`config.mk`:
```
export PLATFORM = sky130hd
export DESIGN_NAME = mem_arbiter
export DESIGN_NICKNAME = d
export VERILOG_FILES = /design/src/rtl/mem_arbiter.sv
export SDC_FILE = /design/constraint.sdc
export NUM_CORES = 1
export LEC_CHECK = 0
export ABC_AREA = 1
export BUFFER_PORTS_ARGS = -buffer_cell sky130_fd_sc_hd__buf_2
export CAP_MARGIN = 20
export CORE_UTILIZATION = 38
export CTS_CLUSTER_SIZE = 8
export DETAILED_ROUTE_END_ITERATION = 16
export PLACE_DENSITY = 0.73
export SYNTH_ARGS = -nofsm -noshare
export SYNTH_HDL_FRONTEND = slang
export SYNTH_SLANG_ARGS = --single-unit
```
`constraint.sdc`:
```
create_clock -name clk -period 1.2 [get_ports clk]
set_input_delay 0.06 -clock clk [delete_from_list [all_inputs] [get_ports clk]]
set_output_delay 0.06 -clock clk [all_outputs]
set_load 0.005 [all_outputs]
```
`src/rtl/mem_arbiter.sv`:
```
// Two-requester round-robin arbiter in front of a single-port synchronous RAM.
// Each access takes IDLE -> ACCESS -> DONE, so one access completes every 3 cycles.
module mem_arbiter #(
  parameter int unsigned AW = 9,
  parameter int unsigned DW = 16
) (
  input  logic          clk,
  input  logic          reset,
  input  logic [1:0]    cmd0,
  input  logic [1:0]    cmd1,
  input  logic [AW-1:0] addr0,
  input  logic [AW-1:0] addr1,
  input  logic [DW-1:0] wdata0,
  input  logic [DW-1:0] wdata1,
  output logic [DW-1:0] rdata0,
  output logic [DW-1:0] rdata1,
  output logic          ack0,
  output logic          ack1,
  output logic [1:0]    gnt,
  output logic [1:0]    ram_cmd,
  output logic [AW-1:0] ram_addr,
  output logic [DW-1:0] ram_wdata,
  input  logic [DW-1:0] ram_rdata
);

  localparam logic [1:0] MNONE  = 2'b00;
  localparam logic [1:0] MREAD  = 2'b01;
  localparam logic [1:0] MWRITE = 2'b10;

  typedef enum logic [1:0] {StIdle, StAccess, StDone} state_e;

  state_e        state_q, state_d;
  logic          prio_q, prio_d;
  logic          own_q, own_d;
  logic [1:0]    cmd_q, cmd_d;
  logic [AW-1:0] addr_q, addr_d;
  logic [DW-1:0] wdata_q, wdata_d;

  logic valid0, valid1, winner;

  // 2'b11 is not a valid command and never requests the RAM.
  assign valid0 = (cmd0 == MREAD) || (cmd0 == MWRITE);
  assign valid1 = (cmd1 == MREAD) || (cmd1 == MWRITE);
  assign winner = (valid0 && valid1) ? prio_q : valid1;

  always_ff @(posedge clk) begin
    if (reset) begin
      state_q <= StIdle;
      prio_q  <= 1'b0;
      own_q   <= 1'b0;
      cmd_q   <= MNONE;
      addr_q  <= '0;
      wdata_q <= '0;
    end else begin
      state_q <= state_d;
      prio_q  <= prio_d;
      own_q   <= own_d;
      cmd_q   <= cmd_d;
      addr_q  <= addr_d;
      wdata_q <= wdata_d;
    end
  end

  always_comb begin
    state_d = state_q;
    prio_d  = prio_q;
    own_d   = own_q;
    cmd_d   = cmd_q;
    addr_d  = addr_q;
    wdata_d = wdata_q;
    unique case (state_q)
      StIdle: begin
        if (valid0 || valid1) begin
          state_d = StAccess;
          own_d   = winner;
          cmd_d   = winner ? cmd1 : cmd0;
          addr_d  = winner ? addr1 : addr0;
          wdata_d = winner ? wdata1 : wdata0;
        end
      end
      StAccess: state_d = StDone;
      StDone: begin
        state_d = StIdle;
        prio_d  = ~own_q;
      end
      default: state_d = StIdle;
    endcase
  end

  // The RAM is driven only from latched values so late input changes cannot disturb it.
  always_comb begin
    ram_cmd   = MNONE;
    ram_addr  = addr_q;
    ram_wdata = wdata_q;
    gnt       = 2'b00;
    ack0      = 1'b0;
    ack1      = 1'b0;
    rdata0    = '0;
    rdata1    = '0;
    unique case (state_q)
      StIdle: ;
      StAccess: begin
        ram_cmd = cmd_q;
        gnt     = own_q ? 2'b10 : 2'b01;
      end
      StDone: begin
        gnt = own_q ? 2'b10 : 2'b01;
        if (own_q) begin
          ack1   = 1'b1;
          rdata1 = ram_rdata;
        end else begin
          ack0   = 1'b1;
          rdata0 = ram_rdata;
        end
      end
      default: ;
    endcase
  end

endmodule
```
==> impl_metrics.yaml, run 1 <==
outcome:
  status: "finished with violations"
  failed_checks: "setup timing"
yosys:
  primary_flip_flop_cell_chosen_by_synthesis_mapping: "sky130_fd_sc_hd__dfxtp_1"
  yosys-top-cells-count: "84 x sky130_fd_sc_hd__inv_1, 64 x sky130_fd_sc_hd__nand2_1, 54 x sky130_fd_sc_hd__nand3_1, 35 x sky130_fd_sc_hd__nor2_1, 31 x sky130_fd_sc_hd__dfxtp_1"
  synthCells: 332
  post_synth_edffs: 0
  post_synth_main_area_contributors: "sky130_fd_sc_hd__dfxtp_1 31%, sky130_fd_sc_hd__inv_1 16%, sky130_fd_sc_hd__nand3_1 13%"
  synth.yosys.seq_area_share_pct: 30.8
  area_share_of_the_leading_cell_type_in_the_synthesized_netlist_pct: 30.8
  yosys.cell_count.top_type: "sky130_fd_sc_hd__inv_1"
  synth-warning-count: 0
  synthArstFlopShare_pct: 0
  yosysUniqueCellTypes: 22
  synth_nets: 408
  synth.avg_cell_area_sq_um: 6.06
  syn_area_sq_um: 2010
  yosys.area.top_type: "sky130_fd_sc_hd__dfxtp_1"
  synth.ff_latch_count: 31
drt:
  ant_nets: 0
  number_of_detailed_route_iterations_in_the_first_pass: 4
  totalWireLength_mm: 6.83
  drt_iter0_drc: 102
  dr_total_vias: 2549
  vias_per_instance: 4.61
  routedWlPerCell_microns: 12.4
  drt_drc_violations_left: 0
placed_design:
  port-buffer-count: 134
  place_area_sq_um: 2780
  hpwl_mm: 4.25
  globalplace.congestion: 0.786
  dp_cells: 532
die:
  initial_core_utilization_pct: 39.4
  floorplan_core_area_sq_um: 5110
  die_height_microns: 74.8
  die-width_microns: 74.8
  row_count: 26
  floorplan.io_pins: 135
  die-area_sq_um: 5590
worst_setup_path:
  criticalPathCategory: "reg -> out"
  timing.critical_path.to_type: "primary output"
  number_of_cell_instances_on_the_worst_register_to_register_path: 8
  crit-reg2reg-launch: "state_q[0]$_SDFFE_PP0P_"
  crit_startpoint: "state_q[0]$_SDFFE_PP0P_"
  startpoint_type: "flop"
  crit_required_ns: 1.14
  worst-r2r-setup-slack_ns: -0.14
  worstReg2RegEnd: "ram_wdata[8]$_SDFFE_PP0P_"
  worst-endpoint-arrival_ns: 1.41
  critical_path_peak_fanout: 8
  worst_setup_path_endpoint: "rdata0[13]"
finish:
  insertedDiodeCount: 0
  finalCoreUtilization_pct: 67.8
  final_layout_size_suffix_gt1_share_pct: 51.1
  synthToLayoutAreaGrowth_pct: 72.2
  ff_latch_area_sq_um: 626
  nFillCells: 438
  layout.nets: 559
  instances_no_fill: 553
  post-route-cell-area_sq_um: 3460
  multi_input_comb_area_sq_um: 1330
timing:
  worst_slew_pin_slew_ns: 0.450
  finClkSkew_ns: 0.00383
  final_critical_path_setup_slack_ns: -0.274
  setup_repair_after_global_routing_missed_its_margin: "yes"
  final-setup-viol-count: 67
  hold_violations: 0
  period_minus_slack_ns: 1.47
  max_freq_mhz: 678
  relSlewSlack_pct: 70.0
  drv_slew: 0
  final.setup.tns_ns: -9.26
  finalHoldWorstSlack_ns: 0.0741
  period_share_pct: 123
cts:
  cts.path.max_buffers: 2
  tritoncts_num_sinks: 31
  tritoncts: "yes"
  clk_pin_slew_worst_paths_ns: 0.06
  max_h_tree_level: 2
  numCtsBuffers: 5
  cts_root_buffer: "sky130_fd_sc_hd__clkbuf_8"
  worstSkewPairLatency_ns: 0.28
global_routing:
  number_of_global_route_vias_before_repair: 1985
  groute.usage.overall_pct: 20.7
  pin_count_of_the_biggest_net_entering_global_routing: 28
  overflow: 0
  grt_antenna_before_repair: 0
  grt_pass1_wl_mm: 8.95
worst_hold_path:
  timing.hold.worst_path_depth: 3
  min_path_type: "in -> reg"
pwr:
  power.density_cell_area_nw_per_um2: 1080
  total_leakage_power_nw: 2.07
  worst_voltage_drop_across_the_vdd_grid_mv: 0.703
job:
  drv.max_cap_violation_count: 0
==> logic make-up after synthesis <==
family,synth area share [%]
simple gates,36.5
buf+inv,21.6
compound gates,8.52
flops,30.8
fa+ha+maj,2.49
==> critical path, stage by stage (launching register included) <==
cell and delay (ns):
sky130_fd_sc_hd__dfxtp_2 0.32, sky130_fd_sc_hd__inv_2 0.07, sky130_fd_sc_hd__ha_4 0.14, sky130_fd_sc_hd__inv_4 0.04, sky130_fd_sc_hd__nor2_4 0.13, sky130_fd_sc_hd__clkinvlp_4 0.19
sky130_fd_sc_hd__nor2_1 0.13, sky130_fd_sc_hd__buf_2 0.11
==> how the worst min path moves through the flow <==
stage                            endpoint  slack [ns]  startpoint
floorplan           cmd_q[1]$_SDFFE_PP0P_        0.20     cmd0[1]
global placement    cmd_q[1]$_SDFFE_PP0P_        0.37     cmd0[1]
detailed placement  cmd_q[1]$_SDFFE_PP0P_        0.36     cmd0[1]
CTS                 cmd_q[1]$_SDFFE_PP0P_        0.07     cmd0[1]
global route        cmd_q[1]$_SDFFE_PP0P_        0.09     cmd0[1]
finish              cmd_q[1]$_SDFFE_PP0P_        0.07     cmd0[1]
==> stage by stage <==
step / setup slack (ns) / total power, W
after global routing: -0.351 / 0.00397
after detailed placement: -0.107 / 0.00233
after global placement: -0.0629 / 0.00231
after CTS: -0.268 / 0.00323
final: -0.274 / 0.00376
after floorplan: 0.00254 / 0.00192
==> power breakdown <==
part,switching [W],internal (W),leakage [nW],total [W]
Combinational,0.000911,0.000747,1.77,0.00166
Sequential,0.0000963,0.00117,0.257,0.00126
Clock,0.000387,0.000449,0.0470,0.000837
Total,0.00139,0.00236,2.07,0.00376
==> registers in the layout, indices dropped and copies added (netlist names) <==
| signal | flops |
|---|---|
| own_q | 1 |
| ram_wdata | 16 |
| prio_q | 1 |
| state_q | 2 |
| cmd_q | 2 |
| ram_addr | 9 |
==> timing repair <==
item,4_1_cts,5_1_grt
setup buffers,3,5
gates cloned,1,6
pin swaps,9,18
resized for setup,21,84
endpoints found under the setup margin,65,66
hold buffers,0,0
==> area by class of cell <==
type / count / share of cell area, %
Sequential cell: 31 / 18.1
Timing Repair inverter: 4 / 1.48
Clock inverter: 1 / 0.144
Timing Repair Buffer: 155 / 27.0
Multi-Input combinational cell: 199 / 38.4
Tap cell: 70 / 2.53
Clock buffer: 6 / 2.38
Inverter: 87 / 10.0
==> placed cells by master (no fill, tap or decap), types with 7 or more instances in the layout <==
cell	n
sky130_fd_sc_hd__dfxtp_1	29
sky130_fd_sc_hd__nand3_2	14
sky130_fd_sc_hd__a21oi_2	22
sky130_fd_sc_hd__nand2_4	9
sky130_fd_sc_hd__inv_1	79
sky130_fd_sc_hd__nand2_2	11
sky130_fd_sc_hd__nor2_1	33
sky130_fd_sc_hd__buf_4	11
sky130_fd_sc_hd__nand3_1	34
sky130_fd_sc_hd__nand3_4	7
sky130_fd_sc_hd__buf_2	132
sky130_fd_sc_hd__nand2_1	49
==> metal layers <==
| metal | routed length, microns | GRT usage, % | up-vias |
|---|---|---|---|
| li1 | - | - | 1298 |
| met5 | 0 | 0 | - |
| met2 | 3410 | 34.5 | 114 |
| met4 | 95 | 6.71 | 0 |
| met1 | 2810 | 26.5 | 1127 |
| met3 | 520 | 4.82 | 10 |
No activity file was read; power rests on OpenSTA's default activity.
==> run 2, diff against run 1 <==
- ABC_AREA: 1 -> unset
- BUFFER_PORTS_ARGS: -buffer_cell sky130_fd_sc_hd__buf_2 -> unset
- CORE_UTILIZATION: 38 -> 56
- DONT_BUFFER_PORTS: unset -> 1
- PLACE_DENSITY: 0.73 -> 0.7
==> impl_metrics.yaml, run 2 <==
global_routing:
  pin_count_of_the_biggest_net_entering_global_routing: 32
  grt_antenna_before_repair: 0
yosys:
  primary_flip_flop_cell_chosen_by_synthesis_mapping: "sky130_fd_sc_hd__dfxtp_1"
  synth.ff_latch_count: 31
  post_synth_edffs: 0
  synth.avg_cell_area_sq_um: 8.02
  synthCells: 220
  yosys-top-cells-count: "50 x sky130_fd_sc_hd__nand2_1, 31 x sky130_fd_sc_hd__dfxtp_1, 30 x sky130_fd_sc_hd__nor2_1, 20 x sky130_fd_sc_hd__and2_1, 16 x sky130_fd_sc_hd__and3_1"
  synth.yosys.seq_area_share_pct: 35.2
  synth_nets: 296
  synth-warning-count: 0
  synthArstFlopShare_pct: 0
  post_synth_main_area_contributors: "sky130_fd_sc_hd__dfxtp_1 35%, sky130_fd_sc_hd__nand2_1 11%, sky130_fd_sc_hd__a311oi_2 9.4%"
  yosysUniqueCellTypes: 30
  yosys.cell_count.top_type: "sky130_fd_sc_hd__nand2_1"
  syn_area_sq_um: 1760
  area_share_of_the_leading_cell_type_in_the_synthesized_netlist_pct: 35.2
  yosys.area.top_type: "sky130_fd_sc_hd__dfxtp_1"
timing:
  grt_repair_worst_endpoint: "ram_wdata[14]$_SDFFE_PP0P_/D"
  worst-ep-kind: "sequential cell input"
die:
  initial_core_utilization_pct: 58.3
  floorplan.io_pins: 135
  die-width_microns: 58.1
  row_count: 20
  die_height_microns: 58.1
placed_design:
  hpwl_mm: 3.23
  port-buffer-count: 0
  globalplace.congestion: 0.786
  dp_worst_setup_slack_ns: -0.145
  place_area_sq_um: 1920
  dp_cells: 266
outcome:
  error_line: "[ERROR DPL-0033] detailed placement checks failed during check placement."
  status: "aborted with a tool error"
  failing_step: "global routing"
cts:
  max_h_tree_level: 2
  cts.path.max_buffers: 2
  tritoncts_num_sinks: 31
  cts_root_buffer: "sky130_fd_sc_hd__clkbuf_4"
  numCtsBuffers: 5
==> run 2: changes by cell type after synthesis, sizes merged, moves of 5 or more <==
cell    change
nand2      -21
nand3      -54
and3       +16
inv        -79
and2       +20
nor2        -5
a21oi      -26
a311oi     +26
==> run 2: logic make-up after synthesis <==
kind of cell             share of synthesized area (%)
XOR/XNOR                                          1.92
AO/OA/AOI/OAI                                     20.9
adder cells (fa/ha/maj)                           2.84
flip-flops                                        35.2
AND/OR/NAND/NOR                                   31.4
multiplexers                                      1.13
buffers and inverters                             6.67
==> run 2: timing repair <==
item	4_1_cts
endpoints found under the setup margin	67
cloned	4
buffers inserted	3
hold buffers	53
resized for setup	36
endpoints found under the hold margin	31
pin swaps	10
==> run 2: per-stage QoR <==
| stage | hold slack [ns] | setup TNS, ns |
|---|---|---|
| 2_1_floorplan | 0.218 | -1.62 |
| 3_3_place_gp | 0.130 | -1.45 |
| 3_5_place_dp | 0.133 | -3.82 |
| 4_1_cts | 0.0931 | -8.97 |
==> run 3, diff against run 2 <==
- CORE_UTILIZATION: 56 -> 40
- CTS_CLUSTER_SIZE: 8 -> unset
- PLACE_DENSITY: 0.7 -> unset
- PLACE_DENSITY_LB_ADDON: unset -> 0.15
- clock period: 1.2 -> 1.55 ns (I/O delays scaled with it)
==> impl_metrics.yaml, run 3 <==
outcome:
  status: "finished clean"
yosys:
  main_combinational_cell_family_by_area_after_synthesis: "simple AND/OR/NAND/NOR gates"
  area_share_of_the_leading_cell_type_in_the_synthesized_netlist_pct: 35.2
  primary_flip_flop_cell_chosen_by_synthesis_mapping: "sky130_fd_sc_hd__dfxtp_1"
  synthArstFlopShare_pct: 0
  yosys.area.top_type: "sky130_fd_sc_hd__dfxtp_1"
  synth.yosys.seq_area_share_pct: 35.2
  synth.ff_latch_count: 31
  yosys.cell_count.top_type: "sky130_fd_sc_hd__nand2_1"
  synth-warning-count: 0
  post_synth_main_area_contributors: "sky130_fd_sc_hd__dfxtp_1 35%, sky130_fd_sc_hd__nand2_1 11%, sky130_fd_sc_hd__a311oi_2 9.4%"
  synth.mux.area_fraction_pct: 1.13
  synth_nets: 296
  synth_simple_gate_area_share_pct: 31.4
  synthCells: 220
  synth.avg_cell_area_sq_um: 8.02
  yosys.area_share.adder_pct: 2.84
  post_synth_edffs: 0
  synth-xor-area-share_pct: 1.91
  yosysUniqueCellTypes: 30
  compound_gate_fraction_of_synth_area_pct: 20.9
  syn_area_sq_um: 1760
  yosys-top-cells-count: "50 x sky130_fd_sc_hd__nand2_1, 31 x sky130_fd_sc_hd__dfxtp_1, 30 x sky130_fd_sc_hd__nor2_1, 20 x sky130_fd_sc_hd__and2_1, 16 x sky130_fd_sc_hd__and3_1"
worst_hold_path:
  min_path_type: "in -> reg"
  hold_end: "cmd_q[1]$_SDFFE_PP0P_"
  holdCritStartpoint: "cmd1[1]"
  timing.hold.worst_path_depth: 2
placed_design:
  port-buffer-count: 0
  hpwl_mm: 3.08
  globalplace.congestion: 0.764
  dp_worst_setup_slack_ns: -0.154
pwr:
  total_leakage_power_nw: 1.12
  power.density_cell_area_nw_per_um2: 999
  design_power_total_w: 0.00259
  worst_voltage_drop_across_the_vdd_grid_mv: 0.383
worst_setup_path:
  crit_buf_inv: 4
  timing.critical_path.to_type: "flop"
  startpoint_type: "flop"
  worstPathCellList: "inv_1 -> ha_2 -> inv_2 -> a21oi_4 -> buf_4 -> buf_12 -> nor2_1 -> a311oi_2"
  worst-endpoint-arrival_ns: 1.67
  criticalPathCategory: "reg -> reg"
  worstReg2RegEnd: "ram_addr[6]$_SDFFE_PP0P_"
  crit-reg2reg-launch: "state_q[0]$_SDFFE_PP0P_"
  number_of_cell_instances_on_the_worst_register_to_register_path: 8
  slowest_stage: "sky130_fd_sc_hd__dfxtp_2"
  critPathTopFamily: "buffers and inverters"
  crit_required_ns: 1.73
  critical_path_peak_fanout: 17
  critical_path_depth: 8
  worst-r2r-setup-slack_ns: 0.06
  critical_path_s_largest_stage_delay_ns: 0.33
cts:
  tritoncts: "yes"
  clk_pin_slew_worst_paths_ns: 0.06
  numCtsBuffers: 5
  worstSkewPairLatency_ns: 0.27
  cts.path.max_buffers: 2
  tritoncts_num_sinks: 31
  max_h_tree_level: 2
  cts_root_buffer: "sky130_fd_sc_hd__clkbuf_8"
finish:
  ff_latch_area_sq_um: 623
  layout.cells.most_common_list: "50 x sky130_fd_sc_hd__nand2_1, 50 x sky130_fd_sc_hd__dlygate4sd3_1, 29 x sky130_fd_sc_hd__nor2_1, 29 x sky130_fd_sc_hd__dfxtp_1, 19 x sky130_fd_sc_hd__and2_1"
  largest_register_ffs: 16
  layout.nets: 355
  final_layout_size_suffix_gt1_share_pct: 18.6
  nFillCells: 359
  multi_input_comb_area_sq_um: 1090
  synthToLayoutAreaGrowth_pct: 47.0
  insertedDiodeCount: 0
global_routing:
  grt_antenna_before_repair: 0
  gr-max-usage-layer: "met2"
  grt_pass1_wl_mm: 7.13
  grt_use_met2_pct: 42.5
  pin_count_of_the_biggest_net_entering_global_routing: 32
  grt_util_met1_pct: 20.4
  number_of_global_route_vias_before_repair: 1574
  overflow: 0
  groute.usage.overall_pct: 21.3
  use_met3_pct: 5.17
job:
  drv.max_cap_violation_count: 0
timing:
  finClkSkew_ns: 0.00240
  final_critical_path_setup_slack_ns: 0.0641
  hold_violations: 0
  worst_slew_pin_slew_ns: 0.389
  final-setup-viol-count: 0
  drv_slew: 0
  relSlewSlack_pct: 73.9
  setup_repair_after_global_routing_missed_its_margin: "no"
  max_freq_mhz: 673
  finalHoldWorstSlack_ns: 0.0563
  period_minus_slack_ns: 1.49
  period_share_pct: 95.9
die:
  die-area_sq_um: 4680
  initial_core_utilization_pct: 42.9
  row_count: 23
  floorplan.io_pins: 135
  floorplan_core_area_sq_um: 4120
  die-width_microns: 68.4
  die_height_microns: 68.4
drt:
  dr_total_vias: 1814
  totalWireLength_mm: 5.43
  drt_iter0_drc: 69
  vias_per_instance: 5.50
  drt_drc_violations_left: 0
  number_of_detailed_route_iterations_in_the_first_pass: 4
  ant_nets: 0
  routedWlPerCell_microns: 16.4
run 3: cell counts after synthesis:
Identical to the previous run, type by type.
run 3: cell families after synthesis:
group           after synthesis
simple gates                121
compound gates               35
flops                        31
buf+inv                      24
fa+ha+maj                     4
xor+xnor                      3
mux                           2
run 3: report_power, final:
part	switching (W)	internal, W	leakage (nW)	total, W
clock	0.000282	0.000314	0.0422	0.000597
sequential	0.000109	0.000937	0.258	0.00105
combinational	0.000463	0.000485	0.819	0.000948
run 3: metrics by stage:
step	cells	area [sq um]	utilization (%)	TNS (ns)
2_1_floorplan	220	1760	-	0
4_1_cts	322	2470	60.0	0
3_3_place_gp	261	1820	44.2	-0.193
3_5_place_dp	261	1820	44.2	-2.40
6_report	330	2590	63.0	0
5_1_grt	330	2590	63.0	0
run 3: final cells by class:
cell class                      instances  share of cell area [%]
Multi-Input combinational cell        167                    41.9
Timing Repair Buffer                   67                    27.5
Sequential cell                        31                    24.0
Clock buffer                            7                    2.94
Tap cell                               50                    2.41
Inverter                                7                    1.01
Clock inverter                          1                   0.193
run 3: worst max path at each step:
stage | end | startpoint
2_1_floorplan | rdata0[10] | state_q[0]$_SDFFE_PP0P_
3_3_place_gp | rdata0[8] | state_q[0]$_SDFFE_PP0P_
3_5_place_dp | rdata0[0] | state_q[0]$_SDFFE_PP0P_
4_1_cts | rdata0[13] | state_q[0]$_SDFFE_PP0P_
5_1_grt | ram_wdata[1]$_SDFFE_PP0P_ | state_q[0]$_SDFFE_PP0P_
6_report | ram_addr[6]$_SDFFE_PP0P_ | state_q[0]$_SDFFE_PP0P_
run 3: repair_timing:
| item | CTS | global route |
|---|---|---|
| gates resized for setup | 2 | 13 |
| buffers inserted | 0 | 6 |
| hold buffers | 51 | 0 |
| gates cloned | 2 | 2 |
| pin swaps | 0 | 5 |
| endpoints found under the hold margin | 31 | 0 |
| setup endpoints to repair | 19 | 42 |
run 3: metal layers:
metal | part of all wire, % | vias to the layer above
li1 | - | 873
met3 | 6.5 | 7
met4 | 1.4 | 0
met1 | 36 | 836
met5 | 0 | -
met2 | 56 | 98
